--- config.mk ---
export PLATFORM = sky130hd
export DESIGN_NAME = restoring_divider_flat
export DESIGN_NICKNAME = d
export VERILOG_FILES = /design/src/rtl/restoring_divider_if.sv /design/src/rtl/restoring_divider.sv /design/src/flat_wrapper.sv
export SDC_FILE = /design/constraint.sdc
export NUM_CORES = 1
export LEC_CHECK = 0
export ABC_CLOCK_PERIOD_IN_PS = 2500
export CAP_MARGIN = 20
export CORE_ASPECT_RATIO = 2
export CORE_MARGIN = 3
export CORE_UTILIZATION = 46
export CTS_CLUSTER_SIZE = 25
export DETAILED_ROUTE_END_ITERATION = 7
export GPL_TIMING_DRIVEN = 0
export PLACE_DENSITY = 0.74
export SYNTH_ARGS = -nofsm -noshare
export SYNTH_HDL_FRONTEND = slang
export SYNTH_SLANG_ARGS = --single-unit
--- constraint.sdc ---
create_clock -name clk -period 2.5 [get_ports clk]
set_input_delay 0.5 -clock clk [delete_from_list [all_inputs] [get_ports clk]]
set_output_delay 0.5 -clock clk [all_outputs]
set_load 0.01 [all_outputs]
--- src/rtl/restoring_divider_if.sv ---
// rtl/restoring_divider_if.sv - operand/result bundle for restoring_divider
//
// Purpose : groups the request (start + operands) and the result
//           (busy/done/quotient/remainder/dz) signals of the divider.
// Signals :
//   start     - request to begin a division (master -> slave)
//   dividend  - N-bit unsigned dividend       (master -> slave)
//   divisor   - N-bit unsigned divisor        (master -> slave)
//   busy      - high while the divider is running (slave -> master)
//   done      - one-cycle completion pulse        (slave -> master)
//   quotient  - N-bit unsigned quotient           (slave -> master)
//   remainder - N-bit unsigned remainder          (slave -> master)
//   dz        - divide-by-zero flag               (slave -> master)
// Modports: master (requester side), slave (divider side).

interface restoring_divider_if #(
   parameter int N = 4
);
   logic         start;
   logic [N-1:0] dividend;
   logic [N-1:0] divisor;
   logic         busy;
   logic         done;
   logic [N-1:0] quotient;
   logic [N-1:0] remainder;
   logic         dz;

   modport master (
      output start, dividend, divisor,
      input  busy, done, quotient, remainder, dz
   );

   modport slave (
      input  start, dividend, divisor,
      output busy, done, quotient, remainder, dz
   );
endinterface

--- src/rtl/restoring_divider.sv ---
// rtl/restoring_divider.sv - N-bit unsigned restoring divider, one step per clock
//
// Purpose : divides an N-bit unsigned dividend by an N-bit unsigned divisor
//           using the restoring algorithm, one quotient bit per RUN cycle.
//           FSM: IDLE -> RUN (N steps) -> DONE (one cycle) -> IDLE.
// Ports   :
//   clk - single clock, all state changes on its rising edge
//   rst - synchronous active-high reset, has priority over start
//   bus - restoring_divider_if.slave: start/dividend/divisor in,
//         busy/done/quotient/remainder/dz out
// Config  : DIVIDER_DIV_ZERO_CHECK_EN
//   undefined - dz tied to 0; a zero divisor runs the normal N steps and
//               naturally yields quotient = all ones, remainder = dividend.
//   defined   - a zero divisor at start acceptance skips RUN and goes
//               straight to DONE with dz = 1, quotient = all ones,
//               remainder = dividend.

module restoring_divider #(
   parameter int N = 4
) (
   input  logic                 clk,
   input  logic                 rst,
   restoring_divider_if.slave   bus
);

   localparam int CW = $clog2(N);

   typedef enum logic [1:0] {
      S_IDLE = 2'd0,
      S_RUN  = 2'd1,
      S_DONE = 2'd2
   } state_t;

   state_t          r_state;
   state_t          w_next_state;

   // Partial remainder between steps. The working (shifted) value is N+1
   // bits wide; the kept result of every step is strictly less than the
   // divisor, so its top bit is always zero and N bits hold it losslessly.
   logic [N-1:0]    r_pr;
   logic [N-1:0]    r_dvd;        // dividend shift register, MSB consumed first
   logic [N-1:0]    r_dvs;        // captured divisor
   logic [N-1:0]    r_q;          // quotient bits accumulated so far
   logic [CW-1:0]   r_cnt;        // step counter, 0 .. N-1
   logic [N-1:0]    r_quotient;
   logic [N-1:0]    r_remainder;
`ifdef DIVIDER_DIV_ZERO_CHECK_EN
   logic            r_dz;
`endif

   logic            w_accept;
   logic            w_last;
   logic            w_zero_div;
   logic [N:0]      w_shift;
   logic [N-1:0]    w_diff;
   logic            w_borrow;
   logic            w_qbit;
   logic [N-1:0]    w_step_pr;

`ifdef DIVIDER_DIV_ZERO_CHECK_EN
   assign w_zero_div = (bus.divisor == '0);
`else
   assign w_zero_div = 1'b0;
`endif

   // One restoring step: shift the next dividend bit in, then subtract the
   // zero-extended divisor with an explicit ripple borrow (borrow-in 0).
   assign w_shift = {r_pr, r_dvd[N-1]};

   always_comb begin
      w_diff   = '0;
      w_borrow = 1'b0;
      for (int i = 0; i < N; i++) begin
         w_diff[i] = w_shift[i] ^ r_dvs[i] ^ w_borrow;
         w_borrow  = (~w_shift[i] & r_dvs[i]) |
                     (~(w_shift[i] ^ r_dvs[i]) & w_borrow);
      end
      // Bit N of the zero-extended divisor is 0; only the borrow survives.
      w_borrow = ~w_shift[N] & w_borrow;
   end

   // No borrow: the divisor fits, keep the difference. Otherwise restore.
   assign w_qbit    = ~w_borrow;
   assign w_step_pr = w_borrow ? w_shift[N-1:0] : w_diff;

   // ---------------------------------------------------------------- FSM
   always_ff @(posedge clk) begin
      if (rst) begin
         r_state <= S_IDLE;
      end else begin
         r_state <= w_next_state;
      end
   end

   always_comb begin
      w_next_state = r_state;
      w_accept     = 1'b0;
      w_last       = 1'b0;
      case (r_state)
         S_IDLE: begin
            if (bus.start) begin
               w_accept     = 1'b1;
               w_next_state = w_zero_div ? S_DONE : S_RUN;
            end
         end
         S_RUN: begin
            if (r_cnt == CW'(N - 1)) begin
               w_last       = 1'b1;
               w_next_state = S_DONE;
            end
         end
         S_DONE: begin
            w_next_state = S_IDLE;
         end
         default: begin
            w_next_state = S_IDLE;
         end
      endcase
   end

   // ----------------------------------------------------------- datapath
   always_ff @(posedge clk) begin
      if (rst) begin
         r_pr        <= '0;
         r_dvd       <= '0;
         r_dvs       <= '0;
         r_q         <= '0;
         r_cnt       <= '0;
         r_quotient  <= '0;
         r_remainder <= '0;
`ifdef DIVIDER_DIV_ZERO_CHECK_EN
         r_dz        <= 1'b0;
`endif
      end else if (w_accept) begin
         r_pr  <= '0;
         r_dvd <= bus.dividend;
         r_dvs <= bus.divisor;
         r_q   <= '0;
         r_cnt <= '0;
`ifdef DIVIDER_DIV_ZERO_CHECK_EN
         r_dz  <= w_zero_div;
         if (w_zero_div) begin
            r_quotient  <= '1;
            r_remainder <= bus.dividend;
         end
`endif
      end else if (r_state == S_RUN) begin
         r_pr  <= w_step_pr;
         r_dvd <= {r_dvd[N-2:0], 1'b0};
         r_q   <= {r_q[N-2:0], w_qbit};
         r_cnt <= r_cnt + 1'b1;
         // Results only move on the RUN->DONE edge so they stay stable
         // for the whole of the next operation's RUN phase.
         if (w_last) begin
            r_quotient  <= {r_q[N-2:0], w_qbit};
            r_remainder <= w_step_pr;
         end
      end
   end

   // ------------------------------------------------------------ outputs
   assign bus.busy      = (r_state == S_RUN);
   assign bus.done      = (r_state == S_DONE);
   assign bus.quotient  = r_quotient;
   assign bus.remainder = r_remainder;
`ifdef DIVIDER_DIV_ZERO_CHECK_EN
   assign bus.dz        = r_dz;
`else
   assign bus.dz        = 1'b0;
`endif

endmodule

--- src/flat_wrapper.sv ---
// flat-port wrapper written by rule: the top's interface ports become plain ports
module restoring_divider_flat 
#(
   parameter int N = 4
)
  (clk, rst, bus_start, bus_dividend, bus_divisor, bus_busy, bus_done, bus_quotient, bus_remainder, bus_dz);
  restoring_divider_if #(.N(N)) bus_i ();
  input  logic clk;
  input  logic rst;
  input wire logic [$bits(bus_i.start)-1:0] bus_start;
  input wire logic [$bits(bus_i.dividend)-1:0] bus_dividend;
  input wire logic [$bits(bus_i.divisor)-1:0] bus_divisor;
  output wire logic [$bits(bus_i.busy)-1:0] bus_busy;
  output wire logic [$bits(bus_i.done)-1:0] bus_done;
  output wire logic [$bits(bus_i.quotient)-1:0] bus_quotient;
  output wire logic [$bits(bus_i.remainder)-1:0] bus_remainder;
  output wire logic [$bits(bus_i.dz)-1:0] bus_dz;
  assign bus_i.start = bus_start;
  assign bus_i.dividend = bus_dividend;
  assign bus_i.divisor = bus_divisor;
  assign bus_busy = bus_i.busy;
  assign bus_done = bus_i.done;
  assign bus_quotient = bus_i.quotient;
  assign bus_remainder = bus_i.remainder;
  assign bus_dz = bus_i.dz;
  restoring_divider #(.N(N)) u_core (.clk(clk), .rst(rst), .bus(bus_i));
endmodule
# Word level (Yosys, flattened, before mapping)

Cells that the tools add are included.

Bits in registers: 27
Latch bits: 0
RAM bits: 0
Memory bits (read-only): 0
Input port bits: 11
Memories kept: 0

$add $sub $neg: 1
Multipliers: 0
Div/mod/pow operators: 0
$lt $le $gt $ge: 0
Equal/unequal tests: 5
Shift-type cells: 0
Muxes and demuxes: 10
Bitwise logic cells: 28
Reduce and logical (&&, ||, !) cells: 5

Operator list:

| kind                  | number |
|---|---|
| $mux W4               | 3 |
| $not A1 Y1            | 10 |
| $and A1 B1 Y1         | 8 |
| $xor A1 B1 Y1         | 7 |
| $eq A2 B2 Y1 const B  | 2 |
| $mux W1               | 4 |
| $mux W2               | 2 |
| $pmux W2 S2           | 1 |
| $or A1 B1 Y1          | 3 |
| $reduce_and A3 Y1     | 1 |
| $add A2 B1 Y2 const B | 1 |
| $eq A2 B1 Y1 const B  | 1 |
| $logic_not A2 Y1      | 1 |
| $ne A2 B1 Y1 const B  | 1 |
| $ne A2 B2 Y1 const B  | 1 |
| $reduce_and A2 Y1     | 1 |
| $reduce_bool A2 Y1    | 1 |
| $reduce_or A2 Y1      | 1 |

# Depth between registers and ports, before layout

Gate-level depths: netlist of run 1.

Depth in word-level cells: 10
Mapped depth: 10
Mapped depth without buffers: 10

# Worst setup path before layout of run 1

OpenSTA, ideal clock, no wires.

Path kind: register to register
From: reg u_core.r_dvd[3]
To: reg u_core.r_pr[0]
Data arrival time: 2.338 ns
Required time: 2.397 ns
Slack: 0.058 ns
Cell stages (with the launch flop): 11
Buffers on the path: 0
Clock period less this slack: 2.442 ns
Cells stage by stage: dfxtp_1 > inv_1 > ha_1 > inv_1 > fa_1 > inv_1 > fa_1 > fa_1 > nand2b_4 > mux2_2 > a2111oi_2

Word-level cells in the longest chain between the ends: 10

RTL lines:

| item                   | line                     | RTL |
|---|---|---|
| from (decl)            | restoring_divider.sv:41  | `logic [N-1:0] r_dvd;` |
| from (signal assigned) | restoring_divider.sv:136 | `r_dvd <= bus.dividend;` |
| from (signal assigned) | restoring_divider.sv:149 | `r_dvd <= {r_dvd[N-2:0], 1'b0};` |
| $not A1 Y1             | restoring_divider.sv:75  | `w_borrow = (~w_shift[i] & r_dvs[i]) \|` |
| $and A1 B1 Y1          | restoring_divider.sv:75  |  |
| $and A1 B1 Y1          | restoring_divider.sv:76  | `(~(w_shift[i] ^ r_dvs[i]) & w_borrow);` |
| $or A1 B1 Y1           | restoring_divider.sv:75  |  |
| $and A1 B1 Y1          | restoring_divider.sv:76  |  |
| $or A1 B1 Y1           | restoring_divider.sv:75  |  |
| $and A1 B1 Y1          | restoring_divider.sv:76  |  |
| $or A1 B1 Y1           | restoring_divider.sv:75  |  |
| $and A1 B1 Y1          | restoring_divider.sv:79  | `w_borrow = ~w_shift[N] & w_borrow;` |
| $mux W4 *              | restoring_divider.sv:84  | `assign w_step_pr = w_borrow ? w_shift[N-1:0] : w_diff;` |
| to (signal assigned)   | restoring_divider.sv:148 | `r_pr <= w_step_pr;` |
| to (decl)              | restoring_divider.sv:40  | `logic [N-1:0] r_pr;` |

Every way passes the cells marked *; elsewhere a longest branch is shown, timed or not.
A chain may end at the register's enable or synchronous reset.

# Worst setup path in the final report of run 1

Same ends and word-level chain as after synthesis.

==> flow_results.org, run 1 <==
** Timing
- Final setup margin :: about 0.048 ns
- Total Neg Setup Slack :: 0 ns
- Fin crit share :: between 90% and 100%
- Final number of hold-violating endpoints :: 0
- Pin slew with the least headroom to its limit :: approximately 0.65 ns
- Final setup viols :: 0
- The final-report max-slew violation count came to 0.
- Slew Limit Headroom :: 56.6%
- Max Fclk :: 408 MHz
- Clock period minus worst slack :: about 2.5 ns
- For the final database, setup skew stands at ~0.0055 ns.

** Route
- The detailed router finished its first iteration with 12 violations.
- In this run the remaining antenna-violating nets after routing total 0.
- The final route contains between 900 and 1k vias.
- Before antenna repair, the detailed router went through 4 iterations.
- Sum of routed wire length over all layers :: roughly 2600 um
- Average vias per placed instance :: ~5.2
- DR DRC count :: 0
- Wire per inst :: around 14 um

** Yosys
- The number of different library cells used by synthesis comes to 35.
- After synthesis, the share of flip-flops with an asynchronous set or reset is 0%.
- Post-synthesis net count :: between 100 and 150
- Flip-flop and latch count after synthesis :: 27
- Yosys warns :: 0
- The top cell type by area accounts for 43.0% of the synthesized area.
- In the post-synthesis netlist, the biggest area contributors are sky130_fd_sc_hd__dfxtp_1, sky130_fd_sc_hd__mux2i_1, sky130_fd_sc_hd__nor2_1.
- Cell with the most instances after synthesis :: sky130_fd_sc_hd__dfxtp_1
- Sequential area share after synthesis :: ~43%
- After synthesis, the mean cell area works out to 9.90 um^2.
- Post-synthesis cell type with the largest combined area :: sky130_fd_sc_hd__dfxtp_1
- Synth top cells by count :: sky130_fd_sc_hd__dfxtp_1, sky130_fd_sc_hd__nor2_1, sky130_fd_sc_hd__inv_1, sky130_fd_sc_hd__mux2i_1
- After synthesis the cells add up to 1260 um^2.
- Counting every instance in the synthesized netlist gives 127.
- The most used flip-flop cell after synthesis is sky130_fd_sc_hd__dfxtp_1.
- Number of enable-type register cells in the synthesized netlist :: 0

** Cells and area
- Number of nets at the end of the flow :: between 150 and 200
- Post-route non-filler standard cell count :: around 180
- Cells fill between 60 and 70% of the core in the end.
- Ant. Diodes :: 0
- The post-route netlist has approximately 18% of its cells at a drive strength greater than 1.
- Compared with the post-synthesis result, the final layout area differs by 27.2%.

** Floorplanning
- Boundary Pins :: 22
- The floorplan has 26 rows.
- The core region is between 2000 and 3000 um^2.
- Total die area :: 3440 um^2
- The floorplan step set the die width to roughly 43 um.
- The die is around 80 um tall.
- The initial utilization of the core area, before any placement, comes to between 40% and 50%.

** Clocking
- Total clock buffers created by CTS :: 3
- In this run the number of H-tree levels came out at 1.
- Clock transition at the register clock pins on the worst setup and hold paths after CTS :: roughly 0.090 ns
- For this design, the sink count on the clock tree is 27.
- TritonCTS built the clock tree.
- Buffer depth of the longest clock path :: 2
- Clk root buf :: sky130_fd_sc_hd__clkbuf_8
- The clock reaches the later pin of the worst-skew pair after 0.27 ns.
- Hold repair after CTS inserted 0 buffers.

** Place
- Detailed placement finished with a half-perimeter wire length of around 1900 um.
- The number of placed instances, taps included, is 175.
- Before CTS, the worst setup slack after placement is -0.0886 ns.
- During placement, the flow inserted port buffers numbering 20.
- Routability-driven placement finished with a final weighted congestion of between 0.7 and 0.8.

** Global route
- Number of antenna violations at the first check in global routing :: 0
- The total overflow left after global routing is 0.
- The first global-routing pass estimated ~4200 um of wire.
- Entering global routing, the biggest net connects 16 pins.
- Via count of the first global-routing pass :: 958
- Global routing used between 10% and 20% of the available tracks across all layers.

** Worst setup path
- Crit. End Element :: register
- Classification of the worst setup path :: register to register
- Critical Path RT :: between 2 and 3 ns
- STA classifies the critical path startpoint as a register.
- Biggest fanout along the worst timing path :: 4
- Crit path arrival time :: 2.62 ns
- Measured in cells, the most critical reg-to-reg path has a length of 10.

** Outcome
- Outcome :: completed

** Worst hold path
- Worst hold path type :: register to register
- Counting instances, the worst hold path has a depth of 2.

** Run
- Max-cap violations in this run came to 0.

** Power and ir drop
- VDD sags by at most 0.000354 V.
- Power spread over the standard cell area amounts to 567 nW/um^2.
- Static leakage :: 0.601 nW
==> metrics by stage <==
stage / hold WS (ns) / instance area, um^2 / total power, mW
floorplan: 0.431 / 1260 / 0.592
global placement: 0.444 / 1490 / 0.634
finish: 0.462 / 1600 / 0.906
detailed placement: 0.448 / 1490 / 0.638
global route: 0.483 / 1600 / 0.948
CTS: 0.464 / 1560 / 0.889
==> kinds of logic (layout without fill, tap and decap cells) <==
group	Yosys count	count (layout)	share of synthesized area (%)
mux	10	10	8.46
flops	27	27	43.0
xor+xnor	1	1	0.697
fa+ha+maj	5	5	6.77
other cells	1	1	0.298
simple gates	42	42	18.7
compound gates	24	24	14.7
buf+inv	17	44	7.36
==> routing by layer <==
metal,routed length (um),GRT usage [%],up-vias
li1,-,-,483
met1,1040,18.1,453
met2,1440,28.8,16
met3,67,2.03,2
met4,21,5.14,0
met5,0,0,-
==> flip-flops by register name, summed over array words and instances, names as in the netlist <==
register and count:
u_core.r_cnt 2, u_core.bus.remainder 4, u_core.r_pr 4, u_core.r_state 2
u_core.r_dvd 4, u_core.r_q 3, u_core.r_dvs 4, u_core.bus.quotient 4
==> what timing repair did <==
item | 4_1_cts | 5_1_grt
setup endpoints to repair | 2 | 2
setup buffers | 2 | 1
gates resized for setup | 3 | 4
pin swaps | 1 | 3
==> worst paths after layout <==
kind                           from                      to  slack, ns
min reg2reg  u_core.bus.quotient[3]  u_core.bus.quotient[3]       0.46
min          u_core.bus.quotient[3]  u_core.bus.quotient[3]       0.46
max                 u_core.r_dvd[3]          u_core.r_pr[0]       0.05
max reg2reg         u_core.r_dvd[3]          u_core.r_pr[0]       0.05
==> worst max-delay path: stages, from the launching register on <==
cell,delay (ns)
sky130_fd_sc_hd__dfxtp_2,0.34
sky130_fd_sc_hd__inv_1,0.05
sky130_fd_sc_hd__ha_1,0.17
sky130_fd_sc_hd__inv_1,0.07
sky130_fd_sc_hd__fa_2,0.19
sky130_fd_sc_hd__inv_1,0.06
sky130_fd_sc_hd__fa_2,0.33
sky130_fd_sc_hd__fa_2,0.38
sky130_fd_sc_hd__nand2b_4,0.11
sky130_fd_sc_hd__mux2_4,0.34
sky130_fd_sc_hd__a2111oi_4,0.31
==> report_power, final <==
part,switching (mW),internal (mW)
logic,0.0968,0.104
clock network,0.133,0.111
registers,0.0122,0.448
==> area by class of cell <==
type	instances	area, um^2
fillers	221	971
multi-input cells	83	661
flip-flops and latches	27	542
repair buffers	23	223
plain buffers	8	58.8
clock buffers	3	41.3
well taps	28	35.0
inverters	9	33.8
clock inverters	1	5.00
==> layout by cell type (no fill, tap or decap), types with 2 or more instances in the layout <==
cell,instances
sky130_fd_sc_hd__a211oi_1,7
sky130_fd_sc_hd__nand3b_1,3
sky130_fd_sc_hd__o22ai_1,3
sky130_fd_sc_hd__inv_1,9
sky130_fd_sc_hd__nor2_1,21
sky130_fd_sc_hd__buf_4,6
sky130_fd_sc_hd__dfxtp_1,26
sky130_fd_sc_hd__clkdlybuf4s50_1,20
sky130_fd_sc_hd__nand2_1,7
sky130_fd_sc_hd__mux2_4,2
sky130_fd_sc_hd__clkbuf_1,3
sky130_fd_sc_hd__clkbuf_8,4
sky130_fd_sc_hd__mux2i_1,8
sky130_fd_sc_hd__o31ai_1,3
sky130_fd_sc_hd__ha_1,2
sky130_fd_sc_hd__a2111oi_4,2
sky130_fd_sc_hd__and2b_1,2
sky130_fd_sc_hd__a21oi_1,5
sky130_fd_sc_hd__fa_2,3
(Power assumes the default switching activity.)
==> run 2, diff against run 1 <==
--- a/config.mk
+++ b/config.mk
@@ -7,13 +7,14 @@
 export LEC_CHECK = 0
 export ABC_CLOCK_PERIOD_IN_PS = 2500
 export CAP_MARGIN = 20
-export CORE_ASPECT_RATIO = 2
 export CORE_MARGIN = 3
-export CORE_UTILIZATION = 46
+export CORE_UTILIZATION = 54
 export CTS_CLUSTER_SIZE = 25
 export DETAILED_ROUTE_END_ITERATION = 7
+export DONT_BUFFER_PORTS = 1
 export GPL_TIMING_DRIVEN = 0
-export PLACE_DENSITY = 0.74
+export HOLD_SLACK_MARGIN = 0.06
+export PLACE_DENSITY = 0.72
 export SYNTH_ARGS = -nofsm -noshare
 export SYNTH_HDL_FRONTEND = slang
 export SYNTH_SLANG_ARGS = --single-unit
==> run 2 against run 1 <==
Against the previous run: non-clock buffer count decreased by 20; global-route usage increased by 2.9 points; count of clock-buffer cells in the layout increased by 1; critical endpoint is now u_core.r_pr[2].
==> flow_results.org, run 2 (synthesized netlist as in run 1, its figures left out) <==
** Floorplanning
- Initial cell density of the core :: around 60%
- The die is between 50 and 60 um wide.
- Die height :: 54.3 um
- Total die area :: around 3000 um^2
- In this run the core area contains 16 standard-cell rows.
- In this run the standard cell core region covers between 2000 and 2500 um^2.
- Pin placement for this block handled 22 I/O pins.

** Route
- Number of vias after detailed routing :: just under 900
- Wire per inst :: roughly 14 um
- DRC violation total after the first TritonRoute iteration :: 10
- DR DRC count :: 0
- Antenna-violating nets left :: 0
- Sum of routed wire length over all layers :: about 2300 um
- Average vias per placed instance :: between 5 and 6
- Number of search-and-repair iterations in the first detailed-routing pass :: 4

** Cells and area
- Most used cells in the layout excluding fill and tap cells :: sky130_fd_sc_hd__dfxtp_1, sky130_fd_sc_hd__nor2_1, sky130_fd_sc_hd__inv_1
- Across the whole layout, storage elements account for between 500 and 600 um^2.
- Layout cells sized above 1 :: between 15 and 20%
- The final layout contains ~150 nets.
- Fill cells in the final layout number around 180.
- Most common library cell in the layout ignoring fill and taps :: sky130_fd_sc_hd__dfxtp_1
- Final non-filler cell area :: 1380 um^2
- Area overhead of the layout relative to synthesis :: 9.65%
- Area occupied by multi-input gates :: between 600 and 700 um^2
- The repair_antennas step left the layout with diodes totalling 0.

** Timing
- The worst path in the final design needs a cycle of 2.39 ns, including I/O delays and setup.
- Measured against its own limit, the worst slew margin works out to between 50% and 60%.
- Setup violations remaining at the end of the flow were counted as 0.
- Derived from the worst setup path, the maximum achievable clock frequency is 418 MHz.
- RSZ-0062 raised after global routing :: yes
- For the final database, setup skew stands at just over 0.01 ns.
- For the pin with the worst max-slew slack, the measured transition is a little over 0.6 ns.
- Final worst hold slack :: 0.213 ns
- The total count of hold-check failures in the final report was 0.
- Setup total negative slack on the finished layout was measured at 0 ns.
- Total count of max-transition violations in the final report :: 0
- Fin crit share :: a little over nine tenths

** Clocking
- Total of hold buffers inserted after clock tree synthesis :: 0
- CTS placed an instance of sky130_fd_sc_hd__clkbuf_4 at the clock tree root.
- Clock transition at the register clock pins on the worst setup and hold paths after CTS :: between 0.1 and 0.15 ns
- In this run the number of H-tree levels came out at 1.
- Clock tree from TritonCTS :: yes
- Sink count of the clock tree :: 27
- Later-pin clock latency in the skew report :: 0.32 ns
- The number of clock buffers added by TritonCTS is 3.
- The clock passes through at most 2 buffers.

** Worst setup path
- Startpoint type of the worst setup path :: register
- Worst setup path startpoint :: u_core.r_dvd[3]
- Worst Reg2Reg Path Length in Cells :: 10
- Worst setup path endpoint :: u_core.r_pr[2]
- Biggest fanout along the worst timing path :: 4
- The endpoint identified for the worst register-to-register timing path is u_core.r_pr[2].
- Critical Path RT :: roughly 2.7 ns
- The setup check on the worst reg-to-reg path leaves a slack of 0.11 ns.
- Crit path arrival time :: about 2.6 ns
- STA classifies the critical path endpoint as a register.
- Classification of the worst setup path :: register to register
- Beginning of the worst register-to-register path :: u_core.r_dvd[3]

** Global route
- The number of global-route vias before repair came to 870.
- Entering global routing, the biggest net connects 15 pins.
- Global routing used 18.6% of the available tracks.
- Global-route wire length before repair :: a little under 4000 um
- Total congestion overflow :: 0
- Number of antenna violations at the first check in global routing :: 0

** Power and ir drop
- In this run the static leakage power is 0.518 nW.
- Total power for the finished layout comes to between 800 and 900 uW.
- VDD IR-drop max :: 0.000370 V
- Dividing total power by cell area gives a power density of around 600 nW/um^2.

** Worst hold path
- In this run the worst hold path is classified as input port to register.
- Cell count of the worst hold path :: 1

** Place
- The congestion estimate from routability-driven global placement came to 0.799.
- Dpl hpwl :: ~1700 um
- Once placement finished, the instance area stood at 1290 um^2.
- In this run the tool buffered the top-level ports with 0 buffer cells.

** Run
- Across the run, the number of max-cap violations was 0.

** Outcome
- The run finished with clean final reports.
-- run 2: critical path, stage by stage, from the launching register on --
cell	delay, ns
sky130_fd_sc_hd__dfxtp_2	0.35
sky130_fd_sc_hd__inv_1	0.05
sky130_fd_sc_hd__ha_1	0.17
sky130_fd_sc_hd__inv_1	0.06
sky130_fd_sc_hd__fa_1	0.15
sky130_fd_sc_hd__inv_1	0.05
sky130_fd_sc_hd__fa_2	0.33
sky130_fd_sc_hd__fa_2	0.38
sky130_fd_sc_hd__nand2b_4	0.12
sky130_fd_sc_hd__mux2_4	0.33
sky130_fd_sc_hd__a2111oi_4	0.32
-- run 2: per-stage QoR --
stage / std cells / worst slack, ns / util, %
final: 161 / 0.109 / 66.2
after floorplan: 127 / 0.0584 / -
after CTS: 161 / 0.0438 / 65.4
after global placement: 154 / -0.0743 / 62.0
after global routing: 161 / -0.00234 / 66.2
after detailed placement: 154 / -0.116 / 62.0
-- run 2: repair_timing --
item / CTS / global route
buffers inserted: 3 / 0
setup endpoints to repair: 2 / 3
pin swaps: 1 / 2
gates resized for setup: 5 / 2
endpoints found under the hold margin: 0 / 0
-- run 2: area by class of cell --
| class | count | area share (%) |
|---|---|---|
| multi-input cells | 83 | 48.0 |
| flip-flops and latches | 27 | 39.3 |
| plain buffers | 8 | 4.26 |
| inverters | 9 | 2.45 |
| well taps | 27 | 2.45 |
| clock buffers | 4 | 1.91 |
| repair buffers | 3 | 1.63 |
-- run 2: how the worst min path moves through the flow --
stage                        from                endpoint  slack (ns)
floorplan           u_core.r_q[2]  u_core.bus.quotient[3]        0.43
global placement    u_core.r_q[2]  u_core.bus.quotient[3]        0.45
detailed placement  u_core.r_q[2]  u_core.bus.quotient[3]        0.46
CTS                           rst          u_core.r_pr[2]        0.22
global route                  rst          u_core.r_pr[2]        0.19
finish                        rst          u_core.r_pr[2]        0.21
-- run 2: per-layer routing --
metal	up-vias	GRT usage, %	wire length (um)
met4	0	7.88	42
li1	445	-	-
met2	15	29.9	1100
met5	-	0	0
met3	6	3.54	71
met1	424	24.2	1110
-- run 2: where the power goes --
group | leakage [nW] | switching (mW) | total [mW] | internal, mW
combinational | 0.283 | 0.0891 | 0.177 | 0.0877
clock | 0.0150 | 0.122 | 0.185 | 0.0624
sequential | 0.220 | 0.0116 | 0.461 | 0.449
